## config.mk

```make
export PLATFORM = sky130hd
export DESIGN_NAME = button_debounce
export DESIGN_NICKNAME = d
export VERILOG_FILES = /design/src/rtl/button_pkg.sv /design/src/rtl/bit_sync.sv /design/src/rtl/button_debounce.sv
export SDC_FILE = /design/constraint.sdc
export NUM_CORES = 1
export LEC_CHECK = 0
export ABC_AREA = 1
export CAP_MARGIN = 10
export CELL_PAD_IN_SITES_DETAIL_PLACEMENT = 1
export CELL_PAD_IN_SITES_GLOBAL_PLACEMENT = 2
export CORE_MARGIN = 2
export CORE_UTILIZATION = 36
export CTS_CLUSTER_DIAMETER = 80
export CTS_CLUSTER_SIZE = 16
export DETAILED_ROUTE_END_ITERATION = 8
export DONT_BUFFER_PORTS = 1
export GPL_ROUTABILITY_DRIVEN = 1
export PLACE_DENSITY = 0.79
export SETUP_SLACK_MARGIN = 0.15
export SLEW_MARGIN = 20
export SYNTH_ARGS = -nofsm -noshare
export SYNTH_HDL_FRONTEND = slang
export SYNTH_SLANG_ARGS = --single-unit
```

## constraint.sdc

```tcl
create_clock -name clock -period 2.53 [get_ports clock]
set_input_delay 0.506 -clock clock [delete_from_list [all_inputs] [get_ports clock]]
set_output_delay 0.506 -clock clock [all_outputs]
set_load 0.05 [all_outputs]
```

## src/rtl/button_pkg.sv

```systemverilog
// Shared types, default 50 MHz timing and a width helper for the pushbutton conditioning chain.
package button_pkg;

    typedef enum logic [2:0] {
        IDLE      = 3'd0,
        PRESS_CHK = 3'd1,
        HELD      = 3'd2,
        REPEAT    = 3'd3,
        REL_CHK   = 3'd4
    } btn_state_t;

    localparam int DEF_SYNC_STAGES       = 2;
    localparam int DEF_DEBOUNCE_CYCLES   = 1000000;
    localparam int DEF_LONG_PRESS_CYCLES = 50000000;
    localparam int DEF_REPEAT_CYCLES     = 10000000;
    localparam int DEF_CNT_WIDTH         = 26;

    // True when value is representable in an unsigned counter of the given width.
    function automatic bit cnt_fits(input longint value, input int width);
        return (value < (64'sd1 <<< width));
    endfunction

endpackage

```

## src/rtl/bit_sync.sv

```systemverilog
// Multi-flop synchroniser for one asynchronous board input; cleared by the async reset.
module bit_sync #(
    parameter int STAGES = 2
) (
    input  logic clock,
    input  logic reset,
    input  logic din,
    output logic dout
);

    logic [STAGES-1:0] sync_r;

    // shift the raw input through the flop chain
    always_ff @(posedge clock or posedge reset) begin
        if (reset) begin
            sync_r <= {STAGES{1'b0}};
        end else begin
            sync_r <= {sync_r[STAGES-2:0], din};
        end
    end

    assign dout = sync_r[STAGES-1];

endmodule

```

## src/rtl/button_debounce.sv

```systemverilog
// Pushbutton conditioner: synchroniser, debounce FSM and hold timer producing
// registered level, press/release/long-press/auto-repeat and step events.
module button_debounce
    import button_pkg::*;
#(
    parameter int SYNC_STAGES       = DEF_SYNC_STAGES,
    parameter int DEBOUNCE_CYCLES   = DEF_DEBOUNCE_CYCLES,
    parameter int LONG_PRESS_CYCLES = DEF_LONG_PRESS_CYCLES,
    parameter int REPEAT_CYCLES     = DEF_REPEAT_CYCLES,
    parameter int CNT_WIDTH         = DEF_CNT_WIDTH
) (
    input  logic clock,
    input  logic reset,
    input  logic button,
    output logic btn_level,
    output logic press_pulse,
    output logic release_pulse,
    output logic long_pulse,
    output logic repeat_pulse,
    output logic step_pulse
);

    if (SYNC_STAGES < 2 || DEBOUNCE_CYCLES < 2 || REPEAT_CYCLES < 2 ||
        LONG_PRESS_CYCLES <= DEBOUNCE_CYCLES ||
        !cnt_fits(longint'(LONG_PRESS_CYCLES), CNT_WIDTH) ||
        !cnt_fits(longint'(REPEAT_CYCLES), CNT_WIDTH)) begin : g_param_check
        $error("button_debounce: illegal timing parameters or CNT_WIDTH too small");
    end

    localparam logic [CNT_WIDTH-1:0] CNT_ZERO  = CNT_WIDTH'(0);
    localparam logic [CNT_WIDTH-1:0] CNT_ONE   = CNT_WIDTH'(1);
    localparam logic [CNT_WIDTH-1:0] DEB_LAST  = CNT_WIDTH'(DEBOUNCE_CYCLES - 1);
    localparam logic [CNT_WIDTH-1:0] LONG_LAST = CNT_WIDTH'(LONG_PRESS_CYCLES - 1);
    localparam logic [CNT_WIDTH-1:0] REP_LAST  = CNT_WIDTH'(REPEAT_CYCLES - 1);

    logic                 btn_s;
    btn_state_t           state_r;
    btn_state_t           state_nxt_s;
    logic [CNT_WIDTH-1:0] deb_cnt_r;
    logic [CNT_WIDTH-1:0] deb_nxt_s;
    logic [CNT_WIDTH-1:0] hold_cnt_r;
    logic [CNT_WIDTH-1:0] hold_nxt_s;
    logic                 origin_r;      // 1: REL_CHK was entered from REPEAT
    logic                 origin_nxt_s;
    logic                 level_nxt_s;
    logic                 press_nxt_s;
    logic                 release_nxt_s;
    logic                 long_nxt_s;
    logic                 repeat_nxt_s;

    bit_sync #(.STAGES(SYNC_STAGES)) u_sync (
        .clock (clock),
        .reset (reset),
        .din   (button),
        .dout  (btn_s)
    );

    // next-state, counter and pulse decode; a terminal count wins over a release sample
    always_comb begin
        state_nxt_s   = state_r;
        deb_nxt_s     = deb_cnt_r;
        hold_nxt_s    = hold_cnt_r;
        origin_nxt_s  = origin_r;
        level_nxt_s   = btn_level;
        press_nxt_s   = 1'b0;
        release_nxt_s = 1'b0;
        long_nxt_s    = 1'b0;
        repeat_nxt_s  = 1'b0;
        case (state_r)
            IDLE: begin
                level_nxt_s = 1'b0;
                hold_nxt_s  = CNT_ZERO;
                if (btn_s) begin
                    state_nxt_s = PRESS_CHK;
                    deb_nxt_s   = CNT_ONE;
                end else begin
                    deb_nxt_s   = CNT_ZERO;
                end
            end
            PRESS_CHK: begin
                if (!btn_s) begin
                    state_nxt_s = IDLE;
                    deb_nxt_s   = CNT_ZERO;
                end else if (deb_cnt_r == DEB_LAST) begin
                    state_nxt_s = HELD;
                    press_nxt_s = 1'b1;
                    level_nxt_s = 1'b1;
                    hold_nxt_s  = CNT_ZERO;
                    deb_nxt_s   = CNT_ZERO;
                end else begin
                    deb_nxt_s   = deb_cnt_r + CNT_ONE;
                end
            end
            HELD: begin
                if (hold_cnt_r == LONG_LAST) begin
                    state_nxt_s = REPEAT;
                    long_nxt_s  = 1'b1;
                    hold_nxt_s  = CNT_ZERO;
                end else begin
                    hold_nxt_s  = hold_cnt_r + CNT_ONE;
                    if (!btn_s) begin
                        state_nxt_s  = REL_CHK;
                        origin_nxt_s = 1'b0;
                        deb_nxt_s    = CNT_ONE;
                    end else begin
                        deb_nxt_s    = CNT_ZERO;
                    end
                end
            end
            REPEAT: begin
                if (hold_cnt_r == REP_LAST) begin
                    repeat_nxt_s = 1'b1;
                    hold_nxt_s   = CNT_ZERO;
                end else begin
                    hold_nxt_s   = hold_cnt_r + CNT_ONE;
                    if (!btn_s) begin
                        state_nxt_s  = REL_CHK;
                        origin_nxt_s = 1'b1;
                        deb_nxt_s    = CNT_ONE;
                    end else begin
                        deb_nxt_s    = CNT_ZERO;
                    end
                end
            end
            REL_CHK: begin
                if (btn_s) begin
                    state_nxt_s = origin_r ? REPEAT : HELD;
                    deb_nxt_s   = CNT_ZERO;
                end else if (deb_cnt_r == DEB_LAST) begin
                    state_nxt_s   = IDLE;
                    release_nxt_s = 1'b1;
                    level_nxt_s   = 1'b0;
                    hold_nxt_s    = CNT_ZERO;
                    deb_nxt_s     = CNT_ZERO;
                end else begin
                    deb_nxt_s     = deb_cnt_r + CNT_ONE;
                end
            end
            default: begin
                state_nxt_s  = IDLE;
                deb_nxt_s    = CNT_ZERO;
                hold_nxt_s   = CNT_ZERO;
                origin_nxt_s = 1'b0;
                level_nxt_s  = 1'b0;
            end
        endcase
    end

    // state, counters and all outputs are registered
    always_ff @(posedge clock or posedge reset) begin
        if (reset) begin
            state_r       <= IDLE;
            deb_cnt_r     <= CNT_ZERO;
            hold_cnt_r    <= CNT_ZERO;
            origin_r      <= 1'b0;
            btn_level     <= 1'b0;
            press_pulse   <= 1'b0;
            release_pulse <= 1'b0;
            long_pulse    <= 1'b0;
            repeat_pulse  <= 1'b0;
            step_pulse    <= 1'b0;
        end else begin
            state_r       <= state_nxt_s;
            deb_cnt_r     <= deb_nxt_s;
            hold_cnt_r    <= hold_nxt_s;
            origin_r      <= origin_nxt_s;
            btn_level     <= level_nxt_s;
            press_pulse   <= press_nxt_s;
            release_pulse <= release_nxt_s;
            long_pulse    <= long_nxt_s;
            repeat_pulse  <= repeat_nxt_s;
            step_pulse    <= press_nxt_s | repeat_nxt_s;
        end
    end

endmodule

```

; ---- Word-level counts from Yosys, hierarchy flattened
; Index checks and enable logic that the tools add are counted.
[totals]
register_bits = 64
input_bits = 3
output_inout_bits = 6
elab_cells = 85
[classes]
add_sub_neg = 2
n_eq_ne = 18
n_mux = 43
n_bitwise = 3
n_reduce_logical = 8
[op_table]
columns = cell, count
row1 = $mux W26, 10
row2 = $pmux W26 S5, 1
row3 = $pmux W26 S4, 1
row4 = $add A26 B1 Y26 const B, 2
row5 = $eq A26 B20 Y1 const B, 1
row6 = $eq A26 B24 Y1 const B, 1
row7 = $eq A26 B26 Y1 const B, 1
row8 = $mux W3, 8
row9 = $mux W1, 20
row10 = $pmux W3 S5, 1
row11 = $ne A2 B2 Y1 const B, 7
row12 = $reduce_and A5 Y1, 2
row13 = $eq A3 B2 Y1 const B, 2
row14 = $pmux W1 S3, 2
row15 = $ne A2 B1 Y1 const B, 2
row16 = $reduce_and A2 Y1, 2
row17 = $reduce_and A4 Y1, 1
row18 = $eq A3 B1 Y1 const B, 1
row19 = $eq A3 B3 Y1 const B, 1
row20 = $logic_not A3 Y1, 1
row21 = $ne A3 B2 Y1 const B, 1
row22 = $ne A3 B3 Y1 const B, 1
row23 = $reduce_or A3 Y1, 1
row24 = $not A1 Y1, 2
row25 = 2 further kinds, 2

; ---- Depth between registers and ports, before layout
[logic_depth]
depth_word = 5
depth_mapped = 12
mapped_depth_nobuf = 12

; ---- By module
; Synthesis repeated with hierarchy kept, for this count alone.
[hier_totals]
hier_cells = 786
area_unflattened_um2 = 4854.7
[modules_own_cells]
columns = mod, instances, cells_per_inst, area_each_um2, seq_area_each_um2
row1 = button_debounce, 1, 783, 4800.9, 1551.5
row2 = bit_sync, 1, 3, 53.8, 50.0

; ---- Worst setup path before layout
; No wires, ideal clock.
[synth_timing]
path_type = register -> register
start = register deb_cnt_r[0]
end = register hold_cnt_r[22]
setup_time_ns = 0.125
arrival_ns = 1.556
t_required_ns = 2.405
path_slack_ns = 0.849
stages_incl_launch_ff = 12
n_path_buf = 1
synth_period_minus_slack_ns = 1.681
path_cell_list = dfrtp_1 -> ha_1 -> nand2_2 -> nor2_8 -> nand2_4 -> nor2_4 -> nand3_2 -> o21ai_2 -> nand2_4 -> buf_6 -> nand2_1 -> nand3_1
[synth_between]
elab_chain_len = 4
elab_cells_between_ends = 5
classes_between = 1 x eq/ne / 4 x mux
[synth_rtl]
columns = element, line_no
row1 = from (decl), button_debounce.sv:39  ; logic [CNT_WIDTH-1:0] deb_cnt_r;
row2 = from (signal assigned), button_debounce.sv:164  ; deb_cnt_r <= deb_nxt_s;
row3 = $eq A26 B20 Y1 (*), "button_debounce.sv:84, button_debounce.sv:129"
row4 = $mux W26 (*), --
row5 = $mux W26 (on tied branches), --
row6 = $pmux W26 S4 (*), --
row7 = to (signal assigned), button_debounce.sv:165  ; hold_cnt_r <= hold_nxt_s;
row8 = to (decl), button_debounce.sv:41  ; logic [CNT_WIDTH-1:0] hold_cnt_r;
; Every way passes the cells marked *; elsewhere a longest branch is shown, timed or not. The select of a mux whose other input is x is not followed.
; A chain may end at the register's enable or synchronous reset.

; ---- Worst setup path after layout
[layout_timing]
start = register hold_cnt_r[0]
end = register deb_cnt_r[0]
[layout_between]
elab_chain_len = 3
elab_cells_between_ends = 5
classes_between = 4 x eq/ne / 1 x reduce/logical
[layout_rtl]
columns = element, line_no
row1 = $eq A26 B26 Y1 or $eq A26 B24 Y1 (tied branches), "button_debounce.sv:95, button_debounce.sv:111"
row2 = $ne A2 B2 Y1 (no line), --
row3 = $reduce_and A2 Y1 (no line) (*), --
; Every way passes the cells marked *; elsewhere a longest branch is shown, timed or not.

==> flow_summary.toml <==
[clocking]
cts_resized = 0
clockRootBuffer = "clkbuf_16"
post-cts-setup-buffer-count = 0
h-tree-depth = 3
cts.path.max_buffers = 2
cts_hold_buf = 0
clkSlewWorstSetupHoldPaths_ns = 0.06
cts.sinks = 64
cts-buffers-inserted = 9
clk_latency_ns = 0.35
cts_tree = "done"

[global_routing]
grt_first_pass_wirelength_um = 28270
antenna_found_initial = 0
grt_max_degree = 43
overflow = 0
first_global_vias = 5166
grt_use_total = 0.2528

[worst_setup_path]
worstPathArrival_ns = 2.36
cp_data_required_time_ns = 2.77
crit_type = "reg2reg"
worst-path-max-fanout = 20
startpoint_type = "register"
endpoint_kind = "register"

[pwr]
ir_drop_v = 0.0004065
p_switching_mw = 1.328
pwr-share-comb = 0.277
switching_share = 0.3915
p_per_area_mw_per_mm2 = 630.6
power_mw = 3.391
seq_power_share = 0.357
clkPwrFrac = 0.365
p_int_mw = 2.063
leakagePower_nw = 2.488

[sta]
finalMaxSlewViolations = 0
tightest_slew_ns = 0.5892
fmax_ghz = 0.4706
fin_skew_ns = 0.008557
hold_violations = 0
rsz0062_at_grt = "no"
period_share = 0.8398
fin_setup_tns_ns = 0
slew_headroom = 0.6057
final-setup-viol-count = 0
setup_slack_ns = 0.4052
fin_crit_ns = 2.125

[drt]
drc = 0
drt_iter0_drc = 406
drt-total-wl_um = 17520
ant_nets = 0
wl_per_cell_um = 18.70
vias = 5141
via_per_inst = 5.487
dr.pass1.iters = 6

[finish]
final_area_mm2 = 0.005378
post-route-util = 0.4061
seqCellArea_mm2 = 0.001602
syn_to_final_growth_pct = 9.755
final_cell_mix = "nand2_1, nand3_1, nor2_1"
antenna_cells = 0
drive_gt1_frac = 0.08673
fillers = 1795
multi_input_area_mm2 = 0.002848
nets = 761
final_common_cell = "nand2_1"

[synth]
synth-seq-area-share = 0.3269
syn_inst = 757
synthArstFlopShare = 1.000
yosys_warnings = 0
synth_edf_count = 0
synth_cell_type_count = 40
synth-seq-cells = 64
syn_nets = 762
syn-cell-area_mm2 = 0.004900
synth_area_per_cell_um2 = 6.473
synth_flop_cell = "dfrtp_1"

[place]
pre_cts_ws_ns = 0.3944
post_dp_cell_area_mm2 = 0.005084
dp.final_hpwl_um = 13190
routabilityCongestion = 0.9028
port_buffers = 0

[floorplanning]
io_pins = 9
fp.dieH_um = 120.7
start_util = 0.3700
core_area_mm2 = 0.01324
die_x_um = 120.7
rows = 42
die_area_mm2 = 0.01456

[hold_path]
hold_class = "in2async"

[flow_run]
maxCapViolations = 0

[outcome]
status = "finished clean"
==> power groups by stage <==
stage                     sequential [mW]  combinational (mW)  clock (mW)
after global placement               1.22               0.917           0
after CTS                            1.21               0.950        1.27
after global routing                 1.23                1.03        1.31
final                                1.21               0.941        1.24
after detailed placement             1.23               0.949           0
after floorplan                      1.21               0.710           0
==> area by class of cell <==
type,instances,area share
multi-input combinational,586,0.5295
sequential,64,0.2978
inverter,83,0.05793
clock buffer,12,0.04956
tap,176,0.04095
timing repair buffer,12,0.01908
clock inverter,4,0.005119
==> cells in the mapped netlist (all sizes together), types with 2 or more instances <==
master  instances  area [um^2]
a21oi           4        20.02
buf            22        137.6
clkbuf          2        7.510
dfrtp          64         1602
ha              2        25.02
inv            83        311.5
nand2         223        864.6
nand3         111        560.5
nand4          54        337.8
nor2          112        471.7
nor3           23        147.6
nor3b           2        15.01
o211ai          5        37.54
o21ai          19        113.9
o21bai          2        15.01
or2             5        31.28
xnor2           4        35.03
xor2           12        105.1
==> sequential cells by signal, indices dropped and copies added, names as in the netlist <==
| name | cells |
|---|---|
| long_pulse | 1 |
| press_pulse | 1 |
| release_pulse | 1 |
| step_pulse | 1 |
| repeat_pulse | 1 |
| deb_cnt_r | 26 |
| hold_cnt_r | 26 |
| u_sync.sync_r | 2 |
| origin_r | 1 |
| btn_level | 1 |
| state_r | 3 |
==> metrics by stage <==
step,cells,hold slack (ns)
after global placement,921,0.3354
after CTS,937,0.1084
after detailed placement,921,0.3485
final,937,0.09503
after floorplan,757,0.3312
after global routing,937,0.1430
==> kinds of logic (layout without fill, tap and decap cells) <==
logic type	after synthesis	after routing	share of synthesized area
AO/OA/AOI/OAI	36	36	0.04775
buffers and inverters	107	111	0.09321
AND/OR/NAND/NOR	532	532	0.4985
XOR/XNOR	16	16	0.02860
adder cells (fa/ha/maj)	2	2	0.005106
flip-flops	64	64	0.3269
==> path summary, 6_finish.rpt <==
check,end,start,cells after the start,slack [ns]
setup / recovery,deb_cnt_r[0]$_DFFE_PP0P_,hold_cnt_r[0]$_DFFE_PP0P_,10,0.41
hold / removal,hold_cnt_r[9]$_DFFE_PP0P_,reset,1,0.1
setup reg to reg,deb_cnt_r[0]$_DFFE_PP0P_,hold_cnt_r[0]$_DFFE_PP0P_,10,0.41
hold reg to reg,u_sync.sync_r[1]$_DFF_PP0_,u_sync.sync_r[0]$_DFF_PP0_,0,0.36
max in group asynchronous,hold_cnt_r[20]$_DFFE_PP0P_,reset,2,1.78
min in group clock,u_sync.sync_r[0]$_DFF_PP0_,button,0,0.19
==> routing by layer <==
metal,GRT usage,wire (um)
met1,0.3882,9211
met5,0,0
met3,0.04717,992
met4,0.06686,218
met2,0.3591,7097
==> worst max-delay path, stage by stage (launching register included) <==
cell,delay (ns)
dfrtp_1,0.43
ha_1,0.25
nand2_1,0.15
nor2_4,0.12
nand2_2,0.10
nor3_2,0.14
nand3_1,0.14
nand2_2,0.42
inv_2,0.12
nand2_2,0.10
o21ai_2,0.05
Note: power is estimated with default switching activity, not from simulation.
==> variant 1 (same flow settings) <==
Change the package constant `DEF_CNT_WIDTH` from 26 to 52.
--- a/src/rtl/button_pkg.sv
+++ b/src/rtl/button_pkg.sv
@@ -13,7 +13,7 @@
     localparam int DEF_DEBOUNCE_CYCLES   = 1000000;
     localparam int DEF_LONG_PRESS_CYCLES = 50000000;
     localparam int DEF_REPEAT_CYCLES     = 10000000;
-    localparam int DEF_CNT_WIDTH         = 26;
+    localparam int DEF_CNT_WIDTH         = 52;
 
     // True when value is representable in an unsigned counter of the given width.
     function automatic bit cnt_fits(input longint value, input int width);
Check against the original RTL: same outputs for any inputs over 10 cycles, from zero or initial values and one cycle with reset high; that may be too few to reach the edited logic, so the function may still have changed.
==> variant 1 against the original RTL <==
Worst setup slack worse by 0.039 ns. Area after synthesis up 91%. Global-route usage rose by 2.5 points. Routed wire length grew 110%. Total power is 77% higher. Synthesized cell count up 98%. Final area is 93% higher. First-iteration DRC count is 26% higher. Sequential cell count is 52 higher.
==> variant 1: results (changes against the original RTL) <==
• worst slack, placed: 0.2802 ns, -0.1141 ns
• slowest stage delay, CP: 0.55 ns, +0.12 ns
• global-route wire length before repair: 58340 um, +110%
• number of cell instances on the worst register-to-register path: 12, +2
• Post-Route WL: 36180 um, +110%
• multi-input gates: 1206, +110%
• number of global-route vias before repair: 10463, +100%
• detailed route wirelength on metal3: 796 um, -20%
• mean number of vias per cell: 5.467, -0.36%
• GR Layer Usage met3: 3.796%, -0.92 points
• Max Clock Skew: 0.01655 ns, +0.007996 ns
• H-tree levels: 4, +1
• Hold Crit Class: input pin to flop
• static leakage: 4.748 nW, +91%
• per-instance average area after synthesis: 6.248 sq um, -3.5%
• instance area at placement: 0.009733 sq mm, +91%
• sequential share of the synthesized area: 30.97%, -1.7 points
• clock network power share: 43.5%, +7.0 points
• largest net degree at the start of global routing: 55, +28%
• fraction of area in clock buffers and inverters: 5.846%, +0.38 points
• dominant cells by area after synthesis: sky130_fd_sc_hd__dfrtp_1 (31%), sky130_fd_sc_hd__nand2_1 (19%), sky130_fd_sc_hd__nand3_1 (11%), sky130_fd_sc_hd__nor2_1 (10%), sky130_fd_sc_hd__nand4_1 (7.8%)
• first-pass detailed-route iteration total: 4, -2
• share of cells above drive strength 1: 6.892%, -1.8 points
• top fanout value on the critical path: 8, -60%
• share of the synthesized area in compound gates (AO/OA/AOI/OAI): 5.407%, +0.63 points
• Layout clock buffers: 23, +11
• final-layout worst hold slack: 0.09949 ns, +0.004460 ns
• fillcell total: 3487, +94%
• reg-to-reg setup timing slack: 0.37 ns, -0.04 ns
• clk sink count: 116, +81%
• met2 layer wire length in the routed design: 18610 um, +160%
• Critical R2R Capture: state_r[0]$_DFFE_PP0P_
• run status: finished, final reports clean
• post-synthesis share of cell area spent on xor and xnor gates: 2.804%, -0.056 points
• total non-filler cell area in the finished layout: 0.01036 sq mm, +93%
• maximum VDD drop: 0.4038 mV, -0.66%
==> variant 1: cell types whose count changed in the layout (fill, tap and decap cells not counted), sizes merged, moves of 11 or more <==
| cell | unedited run | this run |
|---|---|---|
| nor2 | 112 | 274 |
| nor3 | 23 | 12 |
| clkbuf | 12 | 23 |
| o211ai | 5 | 28 |
| inv | 83 | 132 |
| dfrtp | 64 | 116 |
| xor2 | 12 | 24 |
| nand4 | 54 | 117 |
| nand2 | 223 | 486 |
| nand3 | 111 | 202 |
==> variant 1: what timing repair did <==
action | in CTS | in global routing
endpoints found under the setup margin | 0 | 3
endpoints found under the hold margin | 15 | 0
resized for setup | 0 | 3
hold buffers | 1 | 0
==> variant 1: cell families (layout without fill, tap and decap cells) <==
| logic type | count (synthesis) | count (layout) |
|---|---|---|
| and+or+nand+nor | 1103 | 1103 |
| buffers and inverters | 178 | 187 |
| DFF | 116 | 116 |
| adders and majority gates | 2 | 2 |
| xor gates and xnor gates | 30 | 30 |
| AOI/OAI and AO/OA | 71 | 71 |
==> variant 2 (config.mk and constraints unchanged) <==
Made on the original files. Reset style: synchronous (`reset`), changed in 2 clocked blocks. Comments in the files are not updated.
--- a/src/rtl/bit_sync.sv
+++ b/src/rtl/bit_sync.sv
@@ -11,7 +11,7 @@
     logic [STAGES-1:0] sync_r;
 
     // shift the raw input through the flop chain
-    always_ff @(posedge clock or posedge reset) begin
+    always_ff @(posedge clock) begin
         if (reset) begin
             sync_r <= {STAGES{1'b0}};
         end else begin
--- a/src/rtl/button_debounce.sv
+++ b/src/rtl/button_debounce.sv
@@ -147,7 +147,7 @@
     end
 
     // state, counters and all outputs are registered
-    always_ff @(posedge clock or posedge reset) begin
+    always_ff @(posedge clock) begin
         if (reset) begin
             state_r       <= IDLE;
             deb_cnt_r     <= CNT_ZERO;
Check against the original RTL: same outputs for any inputs over 10 cycles, from zero or initial values and one cycle with reset high; that may be too few to reach the edited logic, so the function may still have changed.
==> variant 2 against the original RTL <==
Final area shrank 7.0%. Non-clock buffer count stayed put. Area after synthesis down 8.0%. Critical path depth is 2 higher. Routed wire length fell by 10%. Total power down 10%. Worst setup slack lost 0.045 ns. Sequential cell count unchanged. Largest power group unchanged. Highest routed layer unchanged.
==> variant 2: results (changes against the original RTL) <==
• DP Wirelength: 12160 um, -7.8%
• Distinct cells, synth: 38, -5.0%
• sequential share of the synthesized area: 28.42%, -4.3 points
• share of cells above drive strength 1: 11.47%, +2.8 points
• top fanout value on the critical path: 21, +5.0%
• mean number of vias per cell: 5.184, -5.5%
• endpoint of the worst hold path: btn_level$_SDFFE_PP0P_
• routing layer with the top usage in global route: met2
• first-pass detailed-route iteration total: 4, -2
• Worst Hold Path Cells: 1
• global route overflow: 0, unchanged
• GR Layer Usage met2: 38.17%, +2.3 points
• switching share of total power: 37.27%, -1.9 points
• run status: finished, final reports clean
• worst slack, placed: 0.3319 ns, -0.06251 ns
• Max Clock Skew: 0.01020 ns, +0.001645 ns
• met1 Track Usage GR: 37.42%, -1.4 points
• tightest slew margin relative to the limit: 64.03%, +3.5 points
• asr flop ratio synth: 0%, -100 points
• global-route wire length before repair: 26000 um, -8.0%
• synthesized netlist net count: 769, +0.92%
• Critical R2R Capture: hold_cnt_r[10]$_SDFFE_PP0P_
• arrival time reported for the critical path endpoint: 2.39 ns, +0.03 ns
• total combinational power: 0.000744 W, -21%
• maximum VDD drop: 0.7471 mV, +84%
• largest net degree at the start of global routing: 36, -16%
• Post-Route WL: 15720 um, -10%
• final weighted congestion of routability-driven global placement: 0.8992, -0.40%
• part of the total power dissipated in sequential elements: 36.0%, +0.3 points
• total routed wire length on the met1 layer: 8442 um, -8.3%
• met2 layer wire length in the routed design: 6661 um, -6.1%
• startpoint of the lowest-slack register-to-register path: deb_cnt_r[0]$_SDFFE_PP0P_
• violation count after the first detailed-route iteration: 250, -38%
• GR Layer Usage met3: 3.138%, -1.6 points
• static leakage: 1.822 nW, -27%
• Nets: 776, +2.0%
• most common flop cell mapped by yosys: sky130_fd_sc_hd__dfxtp_1
• number of global-route vias before repair: 4965, -3.9%
• detailed route wirelength on metal3: 408 um, -59%
• dominant cells by area after synthesis: sky130_fd_sc_hd__dfxtp_1 (28%), sky130_fd_sc_hd__nand2_1 (20%), sky130_fd_sc_hd__nor2_1 (10%), sky130_fd_sc_hd__nand3_1 (7.1%), sky130_fd_sc_hd__inv_1 (6.2%)
variant 2: changes by cell type after synthesis, sizes merged, moves of 4 or more:
cell,unedited run,this run
a21oi,4,32
buf,22,7
clkbuf,2,9
dfrtp,64,0
dfxtp,0,64
nand2,223,258
nand3,111,67
nand4,54,29
nor2,112,145
or2,5,1
xor2,12,6
variant 2: final cells by class:
class                           instances  area [sq um]
Timing Repair Buffer                   12         90.09
Inverter                               85         319.1
Multi-Input combinational cell        599          2819
Tap cell                              168         210.2
Clock buffer                           10         239.0
Sequential cell                        64          1281
Clock inverter                          6         43.79
Fill cell                            1687          7109
variant 2: worst max-delay path, cell delays in order, from the launching register on:
cell	delay, ns
sky130_fd_sc_hd__dfxtp_1	0.37
sky130_fd_sc_hd__ha_1	0.18
sky130_fd_sc_hd__nand2_1	0.10
sky130_fd_sc_hd__nor2_2	0.19
sky130_fd_sc_hd__nand2_2	0.12
sky130_fd_sc_hd__nor2_4	0.11
sky130_fd_sc_hd__nand3_4	0.12
sky130_fd_sc_hd__nand2_2	0.14
sky130_fd_sc_hd__nand2_2	0.33
sky130_fd_sc_hd__nor2_1	0.20
sky130_fd_sc_hd__nand2_1	0.07
sky130_fd_sc_hd__nand2_1	0.08
sky130_fd_sc_hd__nor2_2	0.03
variant 2: repair_timing:
| item | in CTS | in global routing |
|---|---|---|
| setup buffers | 0 | 0 |
| resized for setup | 0 | 2 |
| endpoints found under the setup margin | 0 | 6 |
variant 2: cells by family (layout without fill, tap and decap cells):
family | count (synthesis) | count (layout) | synth area share [%]
DFF | 64 | 64 | 28.42
adders and majority gates | 2 | 2 | 0.5550
buffers and inverters | 101 | 113 | 9.298
and+or+nand+nor | 526 | 526 | 51.37
AOI/OAI and AO/OA | 63 | 63 | 8.798
xor gates and xnor gates | 8 | 8 | 1.554
variant 2: stage by stage:
stage          cells  hold slack (ns)  area [sq um]  power [W]
3_3_place_gp     928           0.3980          4708   0.001836
3_5_place_dp     928           0.4013          4708   0.001866
6_report         944           0.2219          5002   0.003045
2_1_floorplan    764           0.3883          4508   0.001727
4_1_cts          944           0.2099          4991   0.003083
5_1_grt          944           0.2150          5002   0.003208
variant 2: how the worst max path moves through the flow:
stage                                  end  slack [ns]
6_report       hold_cnt_r[10]$_SDFFE_PP0P_        0.36
2_1_floorplan  hold_cnt_r[10]$_SDFFE_PP0P_        0.83
3_5_place_dp    deb_cnt_r[16]$_SDFFE_PP0P_        0.33
4_1_cts          deb_cnt_r[0]$_SDFFE_PP0P_        0.30
3_3_place_gp    deb_cnt_r[16]$_SDFFE_PP0P_        0.39
5_1_grt        hold_cnt_r[21]$_SDFFE_PP0P_        0.17
